### src/rtl/vgalb_pkg.sv
// Shared constants and types for the VGA line-buffer sequencer.
package vgalb_pkg;
    localparam int LB_AW       = 10;
    localparam int PIX_W       = 24;
    localparam int LB_BANK_PIX = 512;
    localparam int READ_LAT    = 3;
    localparam logic [PIX_W-1:0] FILL_BLACK = 24'h000000;

    typedef struct packed {
        logic [LB_AW-1:0] addr;
        logic [PIX_W-1:0] pix;
    } wfifo_entry_t;
endpackage

### src/rtl/vgalb_wfifo.sv
// Two-entry write FIFO; a push while full is refused and flagged on drop.
module vgalb_wfifo
    import vgalb_pkg::*;
(
    input  logic         sys_clk,
    input  logic         reset,
    input  logic         push,
    input  logic         pop,
    input  wfifo_entry_t din,
    output wfifo_entry_t dout,
    output logic         full,
    output logic         empty,
    output logic         drop
);
    wfifo_entry_t mem [2];
    logic         wr_ptr;
    logic         rd_ptr;
    logic [1:0]   count;
    logic         do_push;
    logic         do_pop;

    assign full    = (count == 2'd2);
    assign empty   = (count == 2'd0);
    assign do_push = push && !full;
    assign do_pop  = pop && !empty;
    assign drop    = push && full;
    assign dout    = mem[rd_ptr];

    always_ff @(posedge sys_clk) begin
        if (do_push) begin
            mem[wr_ptr] <= din;
        end
    end

    always_ff @(posedge sys_clk) begin
        if (reset) begin
            wr_ptr <= 1'b0;
            rd_ptr <= 1'b0;
            count  <= 2'd0;
        end else begin
            if (do_push) wr_ptr <= ~wr_ptr;
            if (do_pop)  rd_ptr <= ~rd_ptr;
            count <= count + 2'(do_push) - 2'(do_pop);
        end
    end
endmodule

### src/rtl/vgalb_seq.sv
// Line-buffer sequencer: ping-pong banks, write FIFO vs. read arbitration, fixed 3-cycle read return.
// Optional VGALB_SEQ_BORDER_EN returns the border colour instead of black for out-of-range reads.
module vgalb_seq #(
    parameter int LB_AW = 10,
    parameter int PIX_W = 24
) (
    input  logic             sys_clk,
    input  logic             reset,
    input  logic [PIX_W-1:0] in_pix,
    input  logic             in_vld,
    input  logic             in_hs,
    input  logic             out_hs,
    input  logic             out_rdy,
    input  logic [PIX_W-1:0] border,
    output logic [PIX_W-1:0] out_pix,
    output logic             out_vld,
    output logic             ovf,
    output logic [LB_AW-1:0] lb_a,
    output logic [PIX_W-1:0] lb_d,
    output logic             lb_we,
    input  logic [PIX_W-1:0] lb_q
);
    import vgalb_pkg::*;

    localparam logic [LB_AW-1:0] BANK_PIX = LB_AW'(LB_BANK_PIX);

    logic             wbank;
    logic             rbank;
    logic [LB_AW-1:0] wptr;
    logic [LB_AW-1:0] rptr;
    logic [LB_AW-1:0] wlen;
    logic [LB_AW-1:0] rlen;
    logic [READ_LAT-1:0] vld_sr;
    logic [READ_LAT-1:0] ram_sr;

    logic             wbank_nx;
    logic [LB_AW-1:0] wptr_eff;
    logic [LB_AW-1:0] wptr_nx;
    logic [LB_AW-1:0] wlen_nx;
    logic             in_range;
    logic             push_req;
    logic             rbank_eff;
    logic [LB_AW-1:0] rlen_eff;
    logic [LB_AW-1:0] rptr_eff;
    logic [LB_AW-1:0] rptr_nx;
    logic [LB_AW-1:0] rd_addr;
    logic             rd_hit;
    logic             fifo_pop;
    logic             fifo_full;
    logic             fifo_empty;
    logic             fifo_drop;
    wfifo_entry_t     fifo_din;
    wfifo_entry_t     fifo_head;
    logic [PIX_W-1:0] fill_pix;

    // Line starts take effect in the same cycle, so a coincident pixel or
    // request already belongs to the new line.
    always_comb begin
        wbank_nx  = wbank ^ in_hs;
        wptr_eff  = in_hs ? '0 : wptr;
        wlen_nx   = in_hs ? wptr : wlen;
        in_range  = (wptr_eff < BANK_PIX);
        push_req  = in_vld && in_range;
        fifo_din  = '{addr: {wbank_nx, wptr_eff[LB_AW-2:0]}, pix: in_pix};
        wptr_nx   = (push_req && !fifo_full) ? wptr_eff + LB_AW'(1) : wptr_eff;

        rbank_eff = out_hs ? ~wbank_nx : rbank;
        rlen_eff  = out_hs ? wlen_nx : rlen;
        rptr_eff  = out_hs ? '0 : rptr;
        rd_hit    = out_rdy && (rptr_eff < rlen_eff);
        rptr_nx   = rd_hit ? rptr_eff + LB_AW'(1) : rptr_eff;
        rd_addr   = {rbank_eff, rptr_eff[LB_AW-2:0]};
        fifo_pop  = !rd_hit && !fifo_empty;
    end

    vgalb_wfifo u_wfifo (
        .sys_clk (sys_clk),
        .reset   (reset),
        .push    (push_req),
        .pop     (fifo_pop),
        .din     (fifo_din),
        .dout    (fifo_head),
        .full    (fifo_full),
        .empty   (fifo_empty),
        .drop    (fifo_drop)
    );

    always_ff @(posedge sys_clk) begin
        if (reset) begin
            wbank  <= 1'b0;
            rbank  <= 1'b1;
            wptr   <= '0;
            rptr   <= '0;
            wlen   <= '0;
            rlen   <= '0;
            ovf    <= 1'b0;
            lb_a   <= '0;
            lb_d   <= '0;
            lb_we  <= 1'b0;
            vld_sr <= '0;
            ram_sr <= '0;
        end else begin
            wbank  <= wbank_nx;
            wptr   <= wptr_nx;
            wlen   <= wlen_nx;
            rbank  <= rbank_eff;
            rlen   <= rlen_eff;
            rptr   <= rptr_nx;
            ovf    <= ovf | (in_vld && !in_range) | fifo_drop;
            vld_sr <= {vld_sr[READ_LAT-2:0], out_rdy};
            ram_sr <= {ram_sr[READ_LAT-2:0], rd_hit};
            if (rd_hit) begin
                lb_a  <= rd_addr;
                lb_we <= 1'b0;
            end else if (fifo_pop) begin
                lb_a  <= fifo_head.addr;
                lb_d  <= fifo_head.pix;
                lb_we <= 1'b1;
            end else begin
                lb_we <= 1'b0;
            end
        end
    end

`ifdef VGALB_SEQ_BORDER_EN
    // Border colour travels alongside the request so it matches the request cycle.
    logic [PIX_W-1:0] fill_sr [READ_LAT];

    always_ff @(posedge sys_clk) begin
        fill_sr[0] <= border;
        for (int i = 1; i < READ_LAT; i++) begin
            fill_sr[i] <= fill_sr[i-1];
        end
    end

    assign fill_pix = fill_sr[READ_LAT-1];
`else
    logic unused_border;

    assign unused_border = ^border;
    assign fill_pix      = FILL_BLACK;
`endif

    assign out_vld = vld_sr[READ_LAT-1];
    assign out_pix = !vld_sr[READ_LAT-1] ? '0 :
                     ram_sr[READ_LAT-1]  ? lb_q : fill_pix;
endmodule
### config.mk
export PLATFORM = sky130hd
export DESIGN_NAME = vgalb_seq
export DESIGN_NICKNAME = d
export VERILOG_FILES = /design/src/rtl/vgalb_pkg.sv /design/src/rtl/vgalb_wfifo.sv /design/src/rtl/vgalb_seq.sv
export SDC_FILE = /design/constraint.sdc
export NUM_CORES = 1
export LEC_CHECK = 0
export ABC_CLOCK_PERIOD_IN_PS = 9450
export BUFFER_PORTS_ARGS = -buffer_cell sky130_fd_sc_hd__buf_2
export CORE_MARGIN = 1.5
export CORE_UTILIZATION = 34
export CTS_CLUSTER_SIZE = 40
export DETAILED_ROUTE_END_ITERATION = 12
export GPL_TIMING_DRIVEN = 0
export PLACE_DENSITY = 0.57
export REMOVE_ABC_BUFFERS = 1
export SLEW_MARGIN = 20
export SYNTH_ARGS = -nofsm -noshare
export SYNTH_HDL_FRONTEND = slang
export SYNTH_HIERARCHICAL = 1
export SYNTH_SLANG_ARGS = --single-unit
### constraint.sdc
create_clock -name sys_clk -period 9.45 [get_ports sys_clk]
set_clock_uncertainty 0.1 [all_clocks]
set_input_delay 0.4725 -clock sys_clk [delete_from_list [all_inputs] [get_ports sys_clk]]
set_output_delay 0.4725 -clock sys_clk [all_outputs]
set_load 0.05 [all_outputs]
### Yosys cells after proc, flatten, opt, wreduce, memory -nomap -nowiden

Memories as Yosys holds them, arrays and structs flattened. A register that Yosys moved wholly into a read port is not among the register bits.
Cells that the tools add are included.

| cells by class | value |
|---|---|
| add/subtract/negate cells | 4 |
| order comparisons | 2 |
| equality and inequality tests | 1 |
| multiplexer cells | 16 |
| bitwise gates (word level) | 7 |
| reduce and logical (&&, ||, !) cells | 15 |

Operator list:

| kind | count |
|---|---|
| $mux 10 | 8 |
| $mux 24 | 2 |
| $add 10x1->10 const B | 2 |
| $lt 10x10->1 | 1 |
| $lt 10x10->1 const B | 1 |
| $logic_and 1x1->1 | 7 |
| $mux 1 | 6 |
| $logic_not 1->1 | 4 |
| $not 1->1 | 4 |
| $add 2x1->2 | 1 |
| $eq 2x2->1 const B | 1 |
| $logic_not 2->1 | 1 |
| $or 1x1->1 | 2 |
| $reduce_and 2->1 | 1 |
| $reduce_bool 2->1 | 1 |
| $reduce_or 2->1 | 1 |
| $sub 2x1->2 | 1 |
| $xor 1x1->1 | 1 |

| word-level totals | value |
|---|---|
| flip-flop bits (word level) | 88 |
| memory bits (writable) | 68 |
| output and inout port bits | 61 |
| memories kept | 1 |

Memory list:

| memory | depth | bits a word | rd ports | clocked after memory_dff | wr ports | RTL line | text |
|---|---|---|---|---|---|---|---|
| u_wfifo.mem | 2 | 34 | 1 | 1 | 1 | vgalb_wfifo.sv:15 | `wfifo_entry_t mem [2];` |

### Logic depth before layout (Yosys ltp)

Gate-level depths: netlist (run 1).

| logic depth | value |
|---|---|
| depth in word-level cells | 9 |
| gate-level depth with buffers | 18 |
| mapped depth without buffers | 14 |

### By module

Netlist (run 1), hierarchy kept.

By module, submodules not included:

| module | times used | cells an instance | area an instance (µm²) |
|---|---|---|---|
| vgalb_seq | 1 | 441 | 4087.7 |
| vgalb_wfifo | 1 | 138 | 2706.3 |

### Least setup slack after synthesis (run 1)

Ideal clock, no wire load.

| timing | value |
|---|---|
| path type | input port to flip-flop |
| from | input in_hs |
| to | register u_wfifo.count[1] |
| arrival | 4.096 ns |
| required time | 9.227 ns |
| setup slack | 5.131 ns |
| stages on the path | 18 |
| path buffers | 4 |
| cells stage by stage | clkbuf_1 -> buf_1 -> mux2i_1 -> nand2_1 -> o21ai_0 -> ha_1 -> nand4_1 -> or3_1 -> or3_1 -> buf_6 -> a21oi_4 -> buf_12 -> nand3_1 -> o21ai_0 -> nor2_1 -> ha_1 -> nor2b_1 -> mux2_1 |

| between the ends | value |
|---|---|
| longest elaborated chain between the ends | 8 |
| elaborated cells between the ends (all ways) | 13 |
| classes of those cells | add/sub (2); order compare (2); mux (3); reduce/logical (6) |

RTL lines:

| what | RTL line | text |
|---|---|---|
| from (decl) | vgalb_seq.sv:11 | `input logic in_hs,` |
| $mux 10 | vgalb_seq.sv:61 | `wlen_nx = in_hs ? wptr : wlen;` |
| $mux 10 | vgalb_seq.sv:68 | `rlen_eff = out_hs ? wlen_nx : rlen;` |
| $lt 10x10->1 | vgalb_seq.sv:70 | `rd_hit = out_rdy && (rptr_eff < rlen_eff);` |
| $logic_and 1x1->1 | vgalb_seq.sv:70 |  |
| $logic_not 1->1 | vgalb_seq.sv:73 | `fifo_pop = !rd_hit && !fifo_empty;` |
| $logic_and 1x1->1 | vgalb_seq.sv:73 |  |
| net fifo_pop | vgalb_seq.sv:48 | `logic fifo_pop;` |
| $logic_and 1x1->1 | vgalb_wfifo.sv:25 | `assign do_pop = pop && !empty;` |
| $sub 2x1->2 | vgalb_wfifo.sv:43 | `count <= count + 2'(do_push) - 2'(do_pop);` |
| to (signal assigned) | vgalb_wfifo.sv:43 |  |
| to (decl) | vgalb_wfifo.sv:18 | `logic [1:0] count;` |

The timed path passes the listed nets, and every way through them passes these cells.
A chain may end at the register's enable or synchronous reset.

### Worst setup path after layout (run 1)

| timing | value |
|---|---|
| from | input in_hs |
| to | register u_wfifo.count[1] |

| between the ends | value |
|---|---|
| longest elaborated chain between the ends | 8 |
| elaborated cells between the ends (all ways) | 13 |
| classes of those cells | add/sub (2); order compare (2); mux (3); reduce/logical (6) |

RTL lines:

| what | RTL line |
|---|---|
| branches (longest 7 deep; another with $lt 10x10->1) | - |
| $sub 2x1->2 * | vgalb_wfifo.sv:43 |

Mark *: on every way between the ends.

==> flow_summary.ini, run 1 <==
[outcome]
outcome = finished clean

[logic_synthesis]
synth_compound_area_share_pct = 4.33
synthTopCellsByArea = edfxtp_1, dfxtp_1, mux2_2, mux2i_1, nor2b_1
synth_area_um2 = 6790
synth-adder-area-share_pct = 2.21
ys_ff_latch = 157
syn_inst = 579
ys_warn_count = 6
synthTopCellsByCount = dfxtp_1, edfxtp_1, nor2_1, mux2_2, mux2i_1
avgSynthCellArea_um2 = 11.7
yosysTopAreaCell = edfxtp_1
synth_ff_type = dfxtp_1
synth_top_family_by_area = simple AND/OR/NAND/NOR gates
synth_most_common_cell = dfxtp_1
synth.mux.area_fraction_pct = 14.0
synth_enable_flop_cells = 68
yosys.area.top_type_share_pct = 30.1
synth-simple-area-share_pct = 19.2
synth_xor_area_share_pct = 1.16
async_flop_share_pct = 0
ys_seq_area_share_pct = 56.3
synth.distinct_cells = 52

[critical_path]
max_stage_delay_ps = 620
r2r_setup_slack_ps = 5110
crit_chain = buf_2, mux2i_1, nand2_1, o21ai_0, ha_1, nand4_1, or3_1, or3_1, a21oi_4, buf_16, nand3_1, o21ai_0, nor2_1, ha_1, nor2b_1, mux2_1
critPathCaptureType = register
crit_required_ps = 9650
crit_slowest_cell = a21oi_4
cp.depth = 16
critical-path-top-delay-family = simple AND/OR/NAND/NOR gates
critical_path_arrival_ps = 4700
critical_path_buf_inv_count = 2
reg2reg_from = wptr[9]$_SDFF_PP0_
critPathLaunchType = input pin
startpoint = in_hs
critPathKind = in2reg
worst-r2r-cell-count = 15
crit_path_end = u_wfifo/count[1]$_SDFF_PP0_
regToRegEndpoint = u_wfifo/count[1]$_SDFF_PP0_
critPathMaxFanout = 24

[cells_and_area]
fin_nets = 774
drive_above_1_share_pct = 32.1
antenna_cells = 0
syn2layout_area_growth_pct = 20.9
fillCellCount = 1864

[clock_tree]
postCtsResizedCells = 0
clkTransAtPathRegs_ps = 60
numCtsBuffers = 17
clkSinkCount = 157
clock_path_buffers = 2
cts_tree = built
cts_max_level = 4
cts_root_buf = clkbuf_16
clock_latency_ps = 420
cts_hold_buffers = 0
post_cts_buffers = 0

[detailed_routing]
ant_nets = 0
drt-wirelength-per-cell_um = 15.3
drc_errors = 0
totalWireLength_mm = 14.7
drtIter0Drc = 291
first_pass_iters = 4
drt-vias-per-instance = 4.79
via_count = 4610

[sta]
report.final.slew_viol_count = 0
period_share_pct = 47.6
setup_viol = 0
fin_hold_ws_ps = 143
setup_tns_ps = 0
relSlewSlack_pct = 32.3
post-route-min-period_ps = 4500
tightest_slew_ps = 1010
rsz0062_at_grt = no
hold_violations = 0
fmax_mhz = 222

[min_path]
whs_path_depth = 1
hp-class = in2reg

[grt]
antenna_found_initial = 0
grt_max_degree = 82
gr-usage-all-layers_pct = 14.2
overflow = 0
grt_pass1_wl_mm = 22.7
grt_pass1_vias = 4553

[place]
portBuffers = 114
place_congestion = 0.766
dpl.hpwl_mm = 10.1

[die]
core_area_um2 = 19500
dieArea_um2 = 20800
boundaryPins = 139
start_util_pct = 34.8
die_x_um = 144
core.rowCount = 51
die_h_um = 144

[power_and_ir_drop]
ir_worst_vdd_v = 0.0000807
p_leak_nw = 3.42
power_density_nw_per_um2 = 210

[run]
cap_violations = 0
-- registers in the layout, indices dropped and copies added, names as in the netlist, 2 cells and up, named ones only --
name           flops
u_wfifo/mem       68
lb_d              24
lb_a              10
rlen              10
rptr              10
wlen              10
wptr              10
ram_sr             3
vld_sr             3
u_wfifo/count      2
-- metal layers --
metal | vias up | part of all wire, % | global-route usage (%)
met5 | - | 0 | 0
met4 | 0 | 2.2 | 6.06
met3 | 23 | 5.2 | 3.81
met2 | 100 | 47 | 22.9
met1 | 2237 | 45 | 17.9
li1 | 2250 | - | -
-- layout by cell type (no fill, tap or decap), drive strengths merged, types with 2 or more instances in the layout --
cell / n
a211oi: 4
and3: 27
nor4: 3
nand2: 17
a221oi: 3
a31oi: 2
nand4: 4
o31ai: 3
mux2: 46
nand2b: 38
ha: 12
xor2: 5
nand4b: 2
nor2b: 40
inv: 4
or3: 4
nor3b: 2
buf: 120
clkinv: 8
nor2: 51
or2b: 15
edfxtp: 68
mux2i: 43
nand3: 8
nor3: 13
and2: 3
clkbuf: 23
dfxtp: 89
a21o: 2
o21ai: 16
a31o: 2
a21oi: 6
xnor2: 4
or2: 2
-- cells by family after synthesis --
logic type,Yosys count
xor gates and xnor gates,9
DFF,157
muxes,89
AOI/OAI and AO/OA,43
buffers and inverters,38
adders and majority gates,12
and+or+nand+nor,231
-- final cells by class --
type                       instances  area, µm²  area share [%]
tap                              265        332            4.04
clock buffer                      23        488            5.94
clock inverter                     9       68.8           0.838
timing repair buffer             120        703            8.56
multi-input combinational        384       2780            33.9
inverter                           4       15.0           0.183
sequential                       157       3820            46.6
-- report_power, final --
group | total, mW | switching (mW) | internal (mW)
Sequential | 0.791 | 0.0254 | 0.766
Clock | 0.636 | 0.251 | 0.386
Combinational | 0.298 | 0.184 | 0.114
-- per-stage QoR --
step                      instances  setup slack [ps]  total power, mW  util, %  instance area, µm²
after floorplan                 545              5600             1.00        -                6610
after global placement          924              4320             1.08     38.5                7510
after detailed placement        930              4520             1.11     39.2                7660
after CTS                       962              4950             1.75     42.1                8210
after global routing            962              4620             1.80     42.1                8210
final                           962              4950             1.73     42.1                8210
-- how the worst min path moves through the flow --
| stage | to | start |
|---|---|---|
| final | u_wfifo/mem[0][16]$_DFFE_PP_ | in_pix[16] |
| after global routing | u_wfifo/mem[0][16]$_DFFE_PP_ | in_pix[16] |
| after CTS | u_wfifo/mem[0][16]$_DFFE_PP_ | in_pix[16] |
| after detailed placement | vld_sr[2]$_SDFF_PP0_ | vld_sr[1]$_SDFF_PP0_ |
| after global placement | vld_sr[2]$_SDFF_PP0_ | vld_sr[1]$_SDFF_PP0_ |
| after floorplan | ram_sr[1]$_SDFF_PP0_ | ram_sr[0]$_SDFF_PP0_ |
-- worst register-to-register path, cell delays in order, from the launching register on --
cell and delay (ps):
dfxtp_1 420, mux2i_1 140, nand2_1 100, o21ai_0 120, ha_1 390, nand4_1 190, or3_1 440, or3_1 520
a21oi_4 620, buf_16 260, nand3_1 100, o21ai_0 110, nor2_1 80, ha_1 200, nor2b_1 130, mux2_1 310
Power figures use the tool's default switching activity.
==> run 2: changes to the inputs <==
Settings changed: ABC_CLOCK_PERIOD_IN_PS 9450 to 4650.
Clock period 9.45 ns to 4.65 ns, I/O delays scaled along.
==> run 2 against run 1 <==
Worst setup slack got worse by 4600 ps. Hold slack gained 7.1 ps. Critical endpoint unchanged. Largest cell class unchanged. Die area unchanged. Combinational power increased by 110%. Sequential power is 100% higher. Utilization grew 1.3 points. Design area rose by 3.2%. Global-route usage increased by 0.19 points. Clock power rose by 100%. Largest power group unchanged. Non-clock buffer count grew 26.
==> flow_summary.ini, run 2 (synthesized netlist as in run 1, its figures left out) <==
[outcome]
outcome = finished clean

[sta]
hold_violations = 0
setup_viol = 0
period_share_pct = 93.1
relSlewSlack_pct = 32.9
fmax_mhz = 231
tightest_slew_ps = 1000
report.final.slew_viol_count = 0
post-route-min-period_ps = 4330
rsz0062_at_grt = no

[die]
core_area_um2 = 19500
boundaryPins = 139
die_h_um = 144
die_x_um = 144
core.rowCount = 51
start_util_pct = 34.8
dieArea_um2 = 20800

[cells_and_area]
syn2layout_area_growth_pct = 24.7
largest_reg_flops = 68
final_cell_mix = buf_2, dfxtp_1, edfxtp_1
largestRegisters = u_wfifo/mem x68, lb_d x24
fin_nets = 800
antenna_cells = 0
fin_cells = 988
final_common_cell = buf_2
max_flop_register = u_wfifo/mem
drive_above_1_share_pct = 31.0

[clock_tree]
cts_tree = built
clock_latency_ps = 420
post_cts_buffers = 0
postCtsResizedCells = 0
numCtsBuffers = 17
clkSinkCount = 157
clock_path_buffers = 2
cts_max_level = 4
cts_hold_buffers = 26
cts_root_buf = clkbuf_16
clkTransAtPathRegs_ps = 60

[critical_path]
critical-path-top-delay-family = simple AND/OR/NAND/NOR gates
critPathLaunchType = register
crit_chain = mux2i_1, nand2_1, o21ai_0, ha_1, nand4_1, or3_1, or3_1, a21oi_4, buf_16, nand3_1, o21ai_0, nor2_1, ha_1, nor2b_1, mux2_1
crit_slowest_cell = a21oi_4
critPathMaxFanout = 18
critical_path_buf_inv_count = 1
crit_required_ps = 4850
critPathKind = reg2reg
critPathCaptureType = register
critical_path_arrival_ps = 4530
max_stage_delay_ps = 630

[detailed_routing]
met3WireLength_um = 640
drtIter0Drc = 262
wl_met1_mm = 6.87
drt-wirelength-per-cell_um = 15.0
drt-vias-per-instance = 4.78
route.met2.wl_mm = 7.05
drc_errors = 0
top_layer = met4
ant_nets = 0
totalWireLength_mm = 14.9
via_count = 4720
first_pass_iters = 4

[grt]
antenna_found_initial = 0
overflow = 0
grt_max_degree = 82
grt_pass1_wl_mm = 23.1
gr-usage-all-layers_pct = 14.4
grt_pass1_vias = 4667

[power_and_ir_drop]
power_density_nw_per_um2 = 416
ir_worst_vdd_v = 0.000164
p_leak_nw = 3.53
power_mw = 3.53

[min_path]
hp-class = in2reg

[place]
dpl.cell_count = 930
place_congestion = 0.766
dpl.hpwl_mm = 10.1
portBuffers = 114

[run]
cap_violations = 0
==> run 2: changes by cell type in the layout (fill, tap and decap cells not counted), sizes merged <==
cell         before  now
dlygate4sd3       0   26
==> run 2: final cells by class <==
cell class,count,area (µm²)
fill,1849,11100
tap,265,332
timing repair buffer,146,963
multi-input combinational,384,2780
sequential,157,3820
clock buffer,23,488
inverter,4,15.0
clock inverter,9,68.8
==> run 2: report_power, final <==
group	switching, mW	internal, mW	total, mW
Sequential	0.0519	1.56	1.61
Combinational	0.378	0.245	0.623
Clock	0.510	0.784	1.29
==> run 2: path summary, 6_finish.rpt <==
check / start / cells after the start / end / slack (ps)
max: wptr[9]$_SDFF_PP0_ / 15 / u_wfifo/count[1]$_SDFF_PP0_ / 320
min: reset / 2 / wptr[4]$_SDFF_PP0_ / 150
max reg2reg: wptr[9]$_SDFF_PP0_ / 15 / u_wfifo/count[1]$_SDFF_PP0_ / 320
min reg2reg: vld_sr[1]$_SDFF_PP0_ / 1 / vld_sr[2]$_SDFF_PP0_ / 330
==> run 2: per-layer routing <==
layer	vias up	track usage, %
met1	2305	18.1
met4	0	6.06
met3	20	3.64
met5	-	0
met2	92	23.4
li1	2303	-
==> run 2: metrics by stage <==
stage / util (%) / cell area, µm² / setup TNS [ps] / setup WS [ps] / hold slack (ps)
4_1_cts: 43.4 / 8470 / 0 / 279 / 129
3_3_place_gp: 38.5 / 7510 / -271 / -236 / 321
6_report: 43.4 / 8470 / 0 / 320 / 150
2_1_floorplan: - / 6610 / 0 / 987 / 202
5_1_grt: 43.4 / 8470 / 0 / 11.6 / 163
3_5_place_dp: 39.2 / 7660 / -42.5 / -42.5 / 324
==> run 3: changes to the inputs <==
Settings changed: CORE_UTILIZATION 34 to 25, PLACE_DENSITY 0.57 to 0.46.
==> run 3 against run 2 <==
Sequential power barely moved. Register-to-register slack better by 410 ps. First-iteration DRC count shrank 24%. Hold slack lost 29 ps. Via count decreased by 2.2%. Combinational power grew 2%. Wire length rose by 3.3%. Flip-flop and latch count is the same. Die area grew 35%. Largest cell class unchanged.
==> flow_summary.ini, run 3 (synthesized netlist as in run 1, its figures left out) <==
[grt]
grt_pass1_wl_mm = 24.6
overflow = 0
grt.busiest_layer = met2
gr-usage-all-layers_pct = 11.2
antenna_found_initial = 0
grt_max_degree = 102
grt_pass1_vias = 4505
gr-usage-met1_pct = 15.6
met2_usage_pct = 17.1
met3_usage_pct = 2.82

[clock_tree]
cts_tree = built
clock_path_buffers = 2
cts_max_level = 4
numCtsBuffers = 17
clkTransAtPathRegs_ps = 70
cts_root_buf = clkbuf_16
postCtsResizedCells = 0
clkSinkCount = 157
clock_latency_ps = 420

[power_and_ir_drop]
swShare_pct = 27.2
power_density_nw_per_um2 = 424
intPower_mw = 2.67
p_leak_nw = 3.56
ir_worst_vdd_v = 0.000246
combPwrFrac_pct = 17.2
pwr-share-seq_pct = 43.7
p_switching_mw = 1.00
power_frac_clock_pct = 39.1

[cells_and_area]
fin_nets = 802
largest_reg_flops = 68
fin_cells = 1066
final_cell_mix = buf_2, dfxtp_1, edfxtp_1
antenna_cells = 0
syn2layout_area_growth_pct = 27.4
max_flop_register = u_wfifo/mem
drive_above_1_share_pct = 31.6
largestRegisters = u_wfifo/mem x68, lb_d x24
final_common_cell = buf_2

[sta]
relSlewSlack_pct = 39.1
period_share_pct = 84.8
setup_viol = 0
hold_violations = 0
setup_tns_ps = 0
fmax_mhz = 254
tightest_slew_ps = 911
rsz0062_at_grt = no
report.final.slew_viol_count = 0
post-route-min-period_ps = 3940

[place]
portBuffers = 114
place_congestion = 0.710
dpl.cell_count = 1006
dpl.hpwl_mm = 10.0

[detailed_routing]
drc_errors = 0
drt-vias-per-instance = 4.33
via_count = 4615
first_pass_iters = 4
drtIter0Drc = 198
ant_nets = 0
drt-wirelength-per-cell_um = 14.4
totalWireLength_mm = 15.3

[critical_path]
max_stage_delay_ps = 520
crit_chain = buf_2, mux2i_1, nand2_1, o21ai_0, ha_1, nand4_1, or3_1, or3_1, a21oi_4, buf_16, nand3_1, o21ai_0, nor2_1, ha_1, nor2b_1, mux2_1
crit_required_ps = 4850
critical-path-top-delay-family = simple AND/OR/NAND/NOR gates
critical_path_arrival_ps = 4140
critPathLaunchType = input pin
critPathKind = in2reg
startpoint = in_hs
crit_slowest_cell = or3_1
critPathCaptureType = register
critPathMaxFanout = 24
reg2reg_from = wptr[9]$_SDFF_PP0_
critical_path_buf_inv_count = 2

[die]
die_h_um = 168
core.rowCount = 60
start_util_pct = 25.4
core_area_um2 = 26800
boundaryPins = 139
dieArea_um2 = 28200
die_x_um = 168

[outcome]
outcome = finished clean

[min_path]
min_from = reset
hp-class = in2reg

[run]
cap_violations = 0
run 3: power by group through the flow:
stage,clock network [mW],registers (mW),logic [mW]
after floorplan,0,1.77,0.269
after global placement,0,1.65,0.576
after detailed placement,0,1.64,0.621
after CTS,1.48,1.61,0.641
after global routing,1.54,1.62,0.684
final,1.44,1.60,0.633
run 3: metal layers:
layer	part of all wire, %	wire length (µm)
met5	0	0
met4	0.74	113
met3	3.8	583
met2	45	6860
met1	51	7790
run 3: what timing repair did:
| item | CTS | global route |
|---|---|---|
| endpoints found under the hold margin | 50 | 0 |
| setup buffers | 0 | 2 |
| hold buffers | 26 | 0 |
| endpoints found under the setup margin | 0 | 1 |
run 3: worst paths after layout:
path / depth (start not counted) / slack (ps) / to
min: 3 / 120 / lb_d[20]$_SDFFE_PP0P_
max reg2reg: 15 / 730 / u_wfifo/count[1]$_SDFF_PP0_
min reg2reg: 1 / 330 / ram_sr[1]$_SDFF_PP0_
max: 16 / 710 / u_wfifo/count[1]$_SDFF_PP0_
run 3: cell type report:
type | count | area (µm²)
fill | 2711 | 18100
clock inverter | 9 | 93.8
timing repair buffer | 148 | 982
inverter | 4 | 15.0
clock buffer | 23 | 532
multi-input combinational | 384 | 2780
tap | 341 | 427
sequential | 157 | 3820
run 3: per-stage QoR:
step	power, mW	hold WS [ps]	worst slack [ps]	cell area [µm²]	utilization, %
finish	3.67	121	709	8660	32.3
global route	3.84	128	411	8660	32.3
CTS	3.73	108	261	8640	32.3
detailed placement	2.26	322	-158	7760	28.9
global placement	2.22	316	-521	7610	28.4
floorplan	2.04	202	987	6610	-
run 3: worst reg2reg max path: cells and delay by family, from the launching register on:
kind                       cells  cell delay [ps]
muxes                          2              420
buffers and inverters          1              210
and+or+nand+nor                7             1540
DFF                            1              390
AOI/OAI and AO/OA              3              560
adders and majority gates      2              600
